`config.mk`:
```
export PLATFORM = sky130hd
export DESIGN_NAME = raid_rebuild_ctrl
export DESIGN_NICKNAME = d
export VERILOG_FILES = /design/src/rtl/raid_pkg.sv /design/src/rtl/raid_rebuild_ctrl.sv
export SDC_FILE = /design/constraint.sdc
export NUM_CORES = 1
export LEC_CHECK = 0
export CAP_MARGIN = 20
export CELL_PAD_IN_SITES_DETAIL_PLACEMENT = 1
export CELL_PAD_IN_SITES_GLOBAL_PLACEMENT = 1
export CORE_MARGIN = 2
export CORE_UTILIZATION = 37
export DETAILED_ROUTE_END_ITERATION = 6
export PLACE_DENSITY = 0.76
export SLEW_MARGIN = 20
export SYNTH_ARGS = -nofsm -noshare
export SYNTH_HDL_FRONTEND = slang
export SYNTH_SLANG_ARGS = --single-unit
```
`constraint.sdc`:
```
create_clock -name clk -period 2.3 [get_ports clk]
set_clock_uncertainty 0.15 [all_clocks]
set_input_delay 0.69 -clock clk [delete_from_list [all_inputs] [get_ports clk]]
set_output_delay 0.69 -clock clk [all_outputs]
set_load 0.1 [all_outputs]
```
`src/rtl/raid_pkg.sv`:
```
// Shared types and constants for the RAID rebuild controller:
// controller states, error codes and the legal disk health encodings.
package raid_pkg;

  typedef enum logic [2:0] {
    S_IDLE,
    S_ISSUE,
    S_WAIT_DATA,
    S_WAIT_WR,
    S_NEXT,
    S_DONE
  } state_t;

  localparam logic [1:0] ERR_NONE    = 2'b00;
  localparam logic [1:0] ERR_DISK    = 2'b01;
  localparam logic [1:0] ERR_TIMEOUT = 2'b10;
  localparam logic [1:0] ERR_ABORT   = 2'b11;

  // Exactly one disk may be failed; these are the only rebuildable patterns.
  localparam logic [2:0] DS_LEGAL_A = 3'b110;
  localparam logic [2:0] DS_LEGAL_B = 3'b101;
  localparam logic [2:0] DS_LEGAL_C = 3'b011;

  function automatic logic disk_stat_legal(input logic [2:0] ds);
    return (ds == DS_LEGAL_A) || (ds == DS_LEGAL_B) || (ds == DS_LEGAL_C);
  endfunction

endpackage

```
`src/rtl/raid_rebuild_ctrl.sv`:
```
// Sequences one rebuild pass over NUM_BLOCKS addresses: read a block, wait for
// the reconstructed write, advance. Every output is a flop.
module raid_rebuild_ctrl
  import raid_pkg::*;
#(
  parameter int NUM_BLOCKS = 4,
  parameter int TIMEOUT    = 15
) (
  input  logic       clk,
  input  logic       reset,
  input  logic       start,
  input  logic [2:0] disk_stat,
  input  logic       abort,
  input  logic       rd_data_valid,
  input  logic       wr_done,
  output logic       rd_start,
  output logic       rd_next,
  output logic [2:0] disk_stat_out,
  output logic [7:0] cur_addr,
  output logic       busy,
  output logic       done,
  output logic       error,
  output logic [1:0] err_code
);

  localparam int         CW        = (TIMEOUT < 2) ? 1 : $clog2(TIMEOUT + 1);
  localparam logic [7:0] LAST_ADDR = 8'(NUM_BLOCKS - 1);
  localparam logic [CW-1:0] CNT_LAST = CW'(TIMEOUT - 1);

  state_t        r_state;
  logic [CW-1:0] r_wait_cnt;

  logic w_last;
  logic w_timeout;

  assign w_last    = (cur_addr == LAST_ADDR);
  // True in the TIMEOUT-th cycle spent waiting; the awaited event still wins.
  assign w_timeout = (r_wait_cnt == CNT_LAST);

  always_ff @(posedge clk) begin
    if (reset) begin
      r_state       <= S_IDLE;
      r_wait_cnt    <= '0;
      rd_start      <= 1'b0;
      rd_next       <= 1'b0;
      disk_stat_out <= '0;
      cur_addr      <= '0;
      busy          <= 1'b0;
      done          <= 1'b0;
      error         <= 1'b0;
      err_code      <= ERR_NONE;
    end else begin
      rd_start <= 1'b0;
      rd_next  <= 1'b0;
      done     <= 1'b0;

      if (busy && abort) begin
        r_state    <= S_IDLE;
        r_wait_cnt <= '0;
        busy       <= 1'b0;
        error      <= 1'b1;
        err_code   <= ERR_ABORT;
      end else begin
        case (r_state)
          S_IDLE: begin
            if (start) begin
              if (disk_stat_legal(disk_stat)) begin
                r_state       <= S_ISSUE;
                disk_stat_out <= disk_stat;
                cur_addr      <= '0;
                error         <= 1'b0;
                err_code      <= ERR_NONE;
                busy          <= 1'b1;
                rd_start      <= 1'b1;
              end else begin
                error    <= 1'b1;
                err_code <= ERR_DISK;
              end
            end
          end

          S_ISSUE: begin
            r_state    <= S_WAIT_DATA;
            r_wait_cnt <= '0;
          end

          S_WAIT_DATA: begin
            if (rd_data_valid) begin
              r_state    <= S_WAIT_WR;
              r_wait_cnt <= '0;
            end else if (w_timeout) begin
              r_state    <= S_IDLE;
              r_wait_cnt <= '0;
              busy       <= 1'b0;
              error      <= 1'b1;
              err_code   <= ERR_TIMEOUT;
            end else begin
              r_wait_cnt <= r_wait_cnt + CW'(1);
            end
          end

          S_WAIT_WR: begin
            if (wr_done) begin
              r_wait_cnt <= '0;
              if (w_last) begin
                r_state <= S_DONE;
                done    <= 1'b1;
              end else begin
                r_state <= S_NEXT;
                rd_next <= 1'b1;
              end
            end else if (w_timeout) begin
              r_state    <= S_IDLE;
              r_wait_cnt <= '0;
              busy       <= 1'b0;
              error      <= 1'b1;
              err_code   <= ERR_TIMEOUT;
            end else begin
              r_wait_cnt <= r_wait_cnt + CW'(1);
            end
          end

          S_NEXT: begin
            r_state    <= S_WAIT_DATA;
            r_wait_cnt <= '0;
            cur_addr   <= cur_addr + 8'd1;
          end

          S_DONE: begin
            r_state <= S_IDLE;
            busy    <= 1'b0;
          end

          default: begin
            r_state <= S_IDLE;
            busy    <= 1'b0;
          end
        endcase
      end
    end
  end

endmodule

```
==> impl_metrics.json, run 1 <==
{
  "syn_area_per_cell_um2": 8.685,
  "antenna_found_initial": 0,
  "p_total_mw": 1.097,
  "yosys.area_share.xor_xnor": 0.03296,
  "synthSimpleGateAreaFrac": 0.2966,
  "final_cell_area_um2": 1869,
  "reg2reg_from": "cur_addr[0]",
  "cp_slowest_cell": "clkdlybuf4s50_1",
  "tns_ns": 0,
  "crit_type": "input pin to flip-flop",
  "rrSetupSlack_ns": 0.36,
  "final_util": 0.5515,
  "dp_hpwl_um": 2763,
  "period_needed_ns": 2.091,
  "routed-via-count": 1232,
  "grt.total_usage": 0.1854,
  "via_per_inst": 5.265,
  "crit_chain": "clkdlybuf4s50_1 > xor2_1 > a221o_1 > nand2_1 > or3_1 > a21oi_1",
  "cts_htree_levels": 1,
  "synth_edf_count": 0,
  "yosysTopAreaCell": "dfxtp_1",
  "synth_mux_area_frac": 0.008475,
  "maxCapViolCount": 0,
  "cts_buffer_depth": 2,
  "startpoint": "disk_stat[2]",
  "whs_path_depth": 2,
  "diodes": 0,
  "synth_area_um2": 1329,
  "cp-start-kind": "input pin",
  "drt_first_pass_iters": 4,
  "hold_slack_ns": 0.3623,
  "synth_ff_type": "dfxtp_1",
  "post_cts_buffers": 0,
  "rows": 21,
  "rsz0062_at_grt": "false",
  "syn_nets": 165,
  "holdBufCountCts": 0,
  "ys_warn_count": 0,
  "cts_root_buf": "clkbuf_4",
  "drtIter0Drc": 34,
  "final_antenna_net_count": 0,
  "ys_seq_area_frac": 0.3766,
  "status": "finished clean",
  "slew_headroom": 0.5765,
  "cts_inserted_buffers": 3,
  "setup_ws_ns": 0.2089,
  "routedWlPerCell_um": 14.69,
  "worstSkewPairLatency_ns": 0.33,
  "fin_crit_sh": 0.9092,
  "grt_pass1_vias": 1353,
  "ff2ff_path_depth": 5,
  "wirelength_um": 3437,
  "fill_cells": 390,
  "dpl.cell_count": 230,
  "synth_fa_ha_area_frac": 0.02825,
  "drive_gt1_frac": 0.2553,
  "hold_viol_final": 0,
  "gp_congestion": 0.8017,
  "critPathMaxStageDelay_ns": 0.51,
  "synth_top_family_by_area": "simple AND/OR/NAND/NOR gates",
  "critPathRequiredTime_ns": 2.42,
  "worst_pin_slew_ns": 0.6344,
  "cp_max_fo": 3,
  "ios": 27,
  "setup.worst_path.end_class": "flip-flop",
  "core-area_um2": 3390,
  "arrival_ns": 2.21,
  "setup_viol": 0,
  "drv_slew": 0,
  "async_flop_share": 0,
  "ys_ff_latch": 25,
  "place_area_um2": 1843,
  "synthTopCellsByArea": "dfxtp_1 (38%), a21oi_1 (6.4%), nand2_1 (4.8%)",
  "nets": 201,
  "p_per_area_nw_per_um2": 587.1,
  "yosys.area.top_type_share": 0.3766,
  "start_util": 0.3920,
  "die-area_um2": 4086,
  "vdd_drop_max_v": 0.0003707,
  "synth_cell_types": 44,
  "grt_max_degree": 17,
  "die_x_um": 63.93,
  "r2r-end": "r_state[0]",
  "area_growth_pct": 40.68,
  "worstHoldPathType": "flip-flop to flip-flop",
  "cts.repair.resized": 0,
  "route.detailed.drc": 0,
  "synthCells": 153,
  "p_leak_nw": 0.7360,
  "clk_pin_slew_ns": 0.13,
  "stdcell_count": 234,
  "dp_slack_ns": -0.1464,
  "io_buffers": 26,
  "grt_pass1_wl_um": 6009,
  "cts.sinks": 25,
  "synth_compound_area_frac": 0.1911,
  "crit_end": "cur_addr[5]",
  "cts_tree": "yes",
  "max_freq_ghz": 0.4782,
  "dieHeight_um": 63.93,
  "grt-ovfl-total": 0
}
==> how the worst min path moves through the flow <==
stage / startpoint / endpoint
6_report: disk_stat_out[0] / disk_stat_out[0]
5_1_grt: disk_stat_out[2] / disk_stat_out[2]
4_1_cts: disk_stat_out[0] / disk_stat_out[0]
3_5_place_dp: disk_stat_out[0] / disk_stat_out[0]
3_3_place_gp: disk_stat_out[2] / disk_stat_out[2]
2_1_floorplan: r_wait_cnt[2] / r_wait_cnt[2]
==> per-layer routing <==
| layer | part of all wire | global-route usage | vias up |
|---|---|---|---|
| met4 | 0.020 | 0.07880 | 0 |
| met5 | 0 | 0 | - |
| li1 | - | - | 619 |
| met3 | 0.029 | 0.02817 | 7 |
| met2 | 0.52 | 0.3372 | 22 |
| met1 | 0.43 | 0.2131 | 584 |
==> flip-flops by register name (all words and copies together), names as in the netlist <==
register	cells
error	1
r_state	3
busy	1
err_code	2
done	1
disk_stat_out	3
r_wait_cnt	4
rd_next	1
cur_addr	8
rd_start	1
==> worst max-delay path: cells and delay by family <==
| kind | cells | cell delay [ns] |
|---|---|---|
| buffers and inverters | 1 | 0.51 |
| XOR/XNOR | 1 | 0.20 |
| AO/OA/AOI/OAI | 2 | 0.34 |
| AND/OR/NAND/NOR | 2 | 0.48 |
==> synth_stat cells (3+ instances only) <==
cell type	n
dfxtp_1	25
a21oi_1	17
nand2_1	17
nor2_1	17
nand3_1	8
o21ai_0	8
inv_1	5
xor2_1	5
and3_1	4
buf_6	3
ha_1	3
o211ai_1	3
or3_1	3
==> cell type report <==
type | instances | area [µm²] | share of cell area
Clock buffer | 4 | 26.28 | 0.01406
Multi-Input combinational cell | 117 | 740.7 | 0.3963
Sequential cell | 25 | 503.0 | 0.2691
Timing Repair Buffer | 37 | 523.0 | 0.2798
Inverter | 5 | 18.77 | 0.01004
Tap cell | 46 | 57.56 | 0.03079
==> power breakdown <==
group | switching [mW] | internal (mW) | total [mW] | leakage (nW)
Clock | 0.135 | 0.0681 | 0.204 | 0.0150
Combinational | 0.231 | 0.157 | 0.388 | 0.517
Sequential | 0.0480 | 0.458 | 0.506 | 0.204
==> cells by family after synthesis <==
family                   count (synthesis)
AO/OA/AOI/OAI                           39
XOR/XNOR                                 5
adder cells (fa/ha/maj)                  3
buffers and inverters                   11
flip-flops                              25
multiplexers                             1
AND/OR/NAND/NOR                         69
==> cells in the final DEF (no fill, tap or decap), types with 2 or more instances in the layout <==
| cell type | synthesis | layout |
|---|---|---|
| and3_1 | 4 | 4 |
| dfxtp_1 | 25 | 23 |
| o211ai_1 | 3 | 3 |
| clkbuf_4 | 0 | 3 |
| or3_1 | 3 | 3 |
| nand4_1 | 2 | 2 |
| nor4_1 | 2 | 2 |
| nand3_1 | 8 | 8 |
| buf_4 | 0 | 11 |
| buf_12 | 0 | 18 |
| xor2_1 | 5 | 5 |
| and3_2 | 2 | 2 |
| ha_1 | 3 | 3 |
| nor2_1 | 17 | 17 |
| nand2_1 | 17 | 17 |
| o21ai_0 | 8 | 8 |
| inv_1 | 5 | 5 |
| nor3b_1 | 2 | 2 |
| a21oi_1 | 17 | 17 |
| clkdlybuf4s50_1 | 0 | 8 |
| dfxtp_2 | 0 | 2 |
Note: power is estimated with default switching activity, not from simulation.
==> run 2, diff against run 1 <==
--- a/config.mk
+++ b/config.mk
@@ -5,6 +5,7 @@
 export SDC_FILE = /design/constraint.sdc
 export NUM_CORES = 1
 export LEC_CHECK = 0
+export ABC_CLOCK_PERIOD_IN_PS = 2300
 export CAP_MARGIN = 20
 export CELL_PAD_IN_SITES_DETAIL_PLACEMENT = 1
 export CELL_PAD_IN_SITES_GLOBAL_PLACEMENT = 1
==> constraint.sdc (replaced) <==
create_clock -name clk -period 2.3 [get_ports clk]
set_clock_uncertainty 0.15 [all_clocks]
set_input_delay 0.69 -clock clk [delete_from_list [all_inputs] [get_ports clk]]
set_output_delay 0.69 -clock clk [all_outputs]
set_load 0.05 [all_outputs]
==> run 2 against run 1 <==
  * Critical path depth unchanged
  * Global-route usage decreased by 1.4 points
  * Die area unchanged
  * Via count decreased by 1.5%
  * Clock power increased by 2%
  * Worst setup slack improved by 0.018 ns
  * Maximum frequency increased by 0.87%
  * Sequential cell count unchanged
  * Total power decreased by 9.8%
  * Worst hold slack got worse by 0.040 ns
  * Register-to-register slack got worse by 0.02 ns
==> impl_metrics.json, run 2 (synthesis results as in run 1) <==
{
  "status": "finished clean",
  "cp_max_fo": 3,
  "layout_common_cells": "buf_4 (29), dfxtp_1 (25), a21oi_1 (17), nand2_1 (17), nor2_1 (17)",
  "grt.total_usage": 0.1717,
  "max_freq_ghz": 0.4824,
  "die_x_um": 63.93,
  "start_util": 0.3920,
  "area_growth_pct": 24.48,
  "tns_ns": 0,
  "rows": 21,
  "rrSetupSlack_ns": 0.34,
  "cp-start-kind": "input pin",
  "arrival_ns": 2.20,
  "setup_viol": 0,
  "cts_tree": "yes",
  "clk_pin_slew_ns": 0.16,
  "seq_area_um2": 500.5,
  "cts.sinks": 25,
  "p_per_area_nw_per_um2": 598.4,
  "cp_slowest_cell": "clkdlybuf4s50_1",
  "post_cts_buffers": 0,
  "final_antenna_net_count": 0,
  "drt_first_pass_iters": 4,
  "grt-ovfl-total": 0,
  "wl_met2_um": 1572,
  "cts_inserted_buffers": 3,
  "core-area_um2": 3390,
  "drive_gt1_frac": 0.2487,
  "cts_htree_levels": 1,
  "cts_buffer_depth": 2,
  "drv_slew": 0,
  "wirelength_um": 3212,
  "stdcell_count": 235,
  "final_util": 0.4880,
  "crit_type": "input pin to flip-flop",
  "routed-via-count": 1214,
  "diodes": 0,
  "regMostFlops": "cur_addr",
  "ios": 27,
  "cts_root_buf": "clkbuf_4",
  "worst_pin_slew_ns": 0.6263,
  "fin_crit_sh": 0.9013,
  "worstSkewPairLatency_ns": 0.32,
  "critPathMaxStageDelay_ns": 0.51,
  "via_per_inst": 5.166,
  "grt_pass1_vias": 1211,
  "hold_viol_final": 0,
  "antenna_found_initial": 0,
  "dpl.cell_count": 231,
  "largest_register_ffs": 8,
  "route.detailed.drc": 0,
  "final_common_cell": "buf_4",
  "dr_wl_met3_um": 117,
  "wl_met1_um": 1504,
  "crit_chain": "clkdlybuf4s50_1 > xor2_1 > a221o_1 > nand2_1 > or3_1 > a21oi_1",
  "multiInputGateArea_um2": 740.7,
  "cts.repair.resized": 1,
  "slew_headroom": 0.5819,
  "gp_congestion": 0.7720,
  "path_delay_family": "buffers and inverters",
  "vdd_drop_max_v": 0.0002626,
  "grt_pass1_wl_um": 5630,
  "maxCapViolCount": 0,
  "routedWlPerCell_um": 13.67,
  "routed.top_layer": "met4",
  "io_buffers": 26,
  "worstHoldPathType": "flip-flop to flip-flop",
  "setup.worst_path.end_class": "flip-flop",
  "drtIter0Drc": 37,
  "largestRegisters": "cur_addr (8), r_wait_cnt (4)",
  "period_needed_ns": 2.073,
  "fill_cells": 408,
  "die-area_um2": 4086,
  "path_buf_inv": 1,
  "rsz0062_at_grt": "false",
  "nets": 202,
  "p_leak_nw": 0.6889,
  "dieHeight_um": 63.93,
  "critPathRequiredTime_ns": 2.42,
  "holdBufCountCts": 0,
  "grt_max_degree": 17,
  "dp_hpwl_um": 2588
}
==> run 2: final cells by class <==
| type | count | share of cell area |
|---|---|---|
| multi-input combinational | 117 | 0.4478 |
| sequential | 25 | 0.3026 |
| timing repair buffer | 38 | 0.1853 |
| tap | 46 | 0.03480 |
| clock buffer | 3 | 0.01362 |
| inverter | 5 | 0.01135 |
| clock inverter | 1 | 0.004539 |
==> run 2: final timing paths <==
check / startpoint / to / depth (start not counted)
worst min register to register: disk_stat_out[1] / disk_stat_out[1] / 2
worst min-delay path: disk_stat_out[1] / disk_stat_out[1] / 2
worst max-delay path: disk_stat[2] / cur_addr[7] / 6
worst max register to register: cur_addr[0] / r_state[0] / 5
==> run 2: metal layers <==
layer,vias up,GRT usage
met5,-,0
met4,0,0.03804
met2,20,0.2969
met1,574,0.2265
met3,2,0.02289
li1,618,-
==> run 2: worst register-to-register path, stage by stage, from the launching register on <==
cell and delay (ns):
dfxtp_1 0.43, ha_1 0.23, or4b_4 0.49, nor4_4 0.24, a221oi_2 0.13, a2111oi_2 0.21
==> run 2: metrics by stage <==
| step | setup WS [ns] | power [mW] | hold slack, ns | area, µm² |
|---|---|---|---|---|
| finish | 0.2270 | 0.9899 | 0.3219 | 1654 |
| global route | 0.1260 | 1.051 | 0.3591 | 1654 |
| CTS | 0.2303 | 1.007 | 0.3214 | 1654 |
| detailed placement | -0.1297 | 0.7929 | 0.3006 | 1625 |
| global placement | -0.04643 | 0.7832 | 0.2982 | 1625 |
| floorplan | 0.1639 | 0.7017 | 0.3289 | 1329 |
==> run 2: power breakdown <==
| part | internal (mW) | total (mW) | switching (mW) |
|---|---|---|---|
| logic | 0.117 | 0.284 | 0.167 |
| clock network | 0.0664 | 0.208 | 0.142 |
| registers | 0.458 | 0.498 | 0.0396 |
==> run 3, diff against run 2 <==
--- a/config.mk
+++ b/config.mk
@@ -5,14 +5,14 @@
 export SDC_FILE = /design/constraint.sdc
 export NUM_CORES = 1
 export LEC_CHECK = 0
-export ABC_CLOCK_PERIOD_IN_PS = 2300
+export ABC_CLOCK_PERIOD_IN_PS = 2600
 export CAP_MARGIN = 20
 export CELL_PAD_IN_SITES_DETAIL_PLACEMENT = 1
 export CELL_PAD_IN_SITES_GLOBAL_PLACEMENT = 1
 export CORE_MARGIN = 2
-export CORE_UTILIZATION = 37
+export CORE_UTILIZATION = 40
 export DETAILED_ROUTE_END_ITERATION = 6
-export PLACE_DENSITY = 0.76
+export PLACE_DENSITY = 0.82
 export SLEW_MARGIN = 20
 export SYNTH_ARGS = -nofsm -noshare
 export SYNTH_HDL_FRONTEND = slang
==> constraint.sdc (replaced) <==
create_clock -name clk -period 2.6 [get_ports clk]
set_clock_uncertainty 0.15 [all_clocks]
set_input_delay 0.78 -clock clk [delete_from_list [all_inputs] [get_ports clk]]
set_output_delay 0.78 -clock clk [all_outputs]
set_load 0.05 [all_outputs]
==> run 3 against run 2 <==
  * Combinational power down 13%
  * Register-to-register slack better by 0.31 ns
  * Final cell count down 4.3%
  * Die area down 7.0%
  * First-iteration DRC count down 14%
  * Clock power down 14%
  * Count of clock-buffer cells in the layout up 1
==> impl_metrics.json, run 3 (synthesis results as in run 1) <==
{
  "grt.total_usage": 0.2024,
  "routed-via-count": 1196,
  "period_needed_ns": 2.526,
  "cp_slowest_cell": "clkdlybuf4s50_1",
  "status": "finished clean",
  "setup_viol": 0,
  "cts_buffer_depth": 2,
  "post_cts_buffers": 0,
  "rrSetupSlack_ns": 0.65,
  "cts_htree_levels": 1,
  "routedWlPerCell_um": 15.31,
  "gp_congestion": 0.8523,
  "drv_slew": 0,
  "cts_inserted_buffers": 3,
  "largestRegisters": "cur_addr (8), r_wait_cnt (4)",
  "final_util": 0.5270,
  "place_area_um2": 1605,
  "start_util": 0.4282,
  "setup.worst_path.end_class": "primary output",
  "drt_first_pass_iters": 4,
  "rsz0062_at_grt": "false",
  "crit_chain": "clkdlybuf4s50_1",
  "p_per_area_nw_per_um2": 529.6,
  "via_per_inst": 5.316,
  "diodes": 0,
  "rows": 20,
  "die_x_um": 61.64,
  "grt-ovfl-total": 0,
  "worstHoldPathType": "flip-flop to flip-flop",
  "area_growth_pct": 23.07,
  "layout_common_cells": "dfxtp_1 (25), clkdlybuf4s50_1 (23), a21oi_1 (17), nand2_1 (17), nor2_1 (17)",
  "crit_type": "flip-flop to primary output",
  "grt_max_degree": 17,
  "cp-start-kind": "flip-flop",
  "cts_root_buf": "clkbuf_4",
  "fill_cells": 395,
  "p_leak_nw": 0.6576,
  "hold_viol_final": 0,
  "dieHeight_um": 61.64,
  "cts_tree": "yes",
  "cp_max_fo": 4,
  "drtIter0Drc": 32,
  "path_delay_family": "buffers and inverters",
  "io_buffers": 26,
  "tns_ns": 0,
  "fin_crit_sh": 0.9716,
  "worst_pin_slew_ns": 0.6219,
  "critPathMaxStageDelay_ns": 0.83,
  "antenna_found_initial": 0,
  "regMostFlops": "cur_addr",
  "hold_slack_ns": 0.3235,
  "arrival_ns": 1.60,
  "grt_pass1_wl_um": 5616,
  "max_freq_ghz": 0.3958,
  "route.detailed.drc": 0,
  "holdBufCountCts": 0,
  "maxCapViolCount": 0,
  "final_antenna_net_count": 0,
  "slew_headroom": 0.5848,
  "drive_gt1_frac": 0.1160,
  "die-area_um2": 3799,
  "critPathRequiredTime_ns": 1.67,
  "path_buf_inv": 1,
  "largest_register_ffs": 8,
  "dp_hpwl_um": 2705,
  "wirelength_um": 3444,
  "core-area_um2": 3103,
  "ios": 27,
  "vdd_drop_max_v": 0.0003253,
  "grt_pass1_vias": 1198,
  "final_common_cell": "dfxtp_1",
  "cts.sinks": 25,
  "worstSkewPairLatency_ns": 0.32,
  "seq_area_um2": 500.5,
  "multiInputGateArea_um2": 740.7,
  "clk_pin_slew_ns": 0.13,
  "nets": 194,
  "final_cell_area_um2": 1635
}
## run 3: changes by cell type in the layout (fill, tap and decap cells not counted), sizes merged
| cell | change |
|---|---|
| dlymetal6s2s | +2 |
| clkinvlp | -1 |
| clkdlybuf4s50 | +15 |
| clkbuf | +1 |
| buf | -25 |
## run 3: power by group
group	total [mW]	switching, mW	internal [mW]
clock network	0.179	0.119	0.0601
logic	0.246	0.148	0.0978
registers	0.441	0.0354	0.405
total	0.866	0.303	0.563
## run 3: final cells by class
| type | count | share of cell area |
|---|---|---|
| Clock buffer | 4 | 0.01607 |
| Inverter | 5 | 0.01148 |
| Tap cell | 44 | 0.03366 |
| Sequential cell | 25 | 0.3060 |
| Timing Repair Buffer | 30 | 0.1798 |
| Multi-Input combinational cell | 117 | 0.4529 |
## run 3: final timing paths
| check | start | end | cells after the start |
|---|---|---|---|
| worst max register to register | cur_addr[0] | r_state[0] | 5 |
| worst min-delay path | disk_stat_out[0] | disk_stat_out[0] | 2 |
| worst min register to register | disk_stat_out[0] | disk_stat_out[0] | 2 |
| worst max-delay path | cur_addr[7] | cur_addr[7] | 1 |
## run 3: repair_timing
action	4_1_cts	5_1_grt
endpoints found under the hold margin	0	0
cloned	0	0
setup endpoints to repair	1	2
gates resized for setup	1	2
## run 3: through the flow
stage	instances	total power, mW	worst slack [ns]
after detailed placement	221	0.6949	0.08731
after CTS	225	0.8716	0.005379
final	225	0.8660	0.07373
after floorplan	153	0.6208	0.4639
after global placement	221	0.6834	0.1448
after global routing	225	0.9114	0.02448
## run 3: metal layers
| metal | global-route usage | wire length [µm] | vias to the layer above |
|---|---|---|---|
| li1 | - | - | 599 |
| met1 | 0.2404 | 1459 | 573 |
| met2 | 0.3594 | 1836 | 20 |
| met3 | 0.02941 | 94 | 4 |
| met4 | 0.08815 | 53 | 0 |
| met5 | 0 | 0 | - |
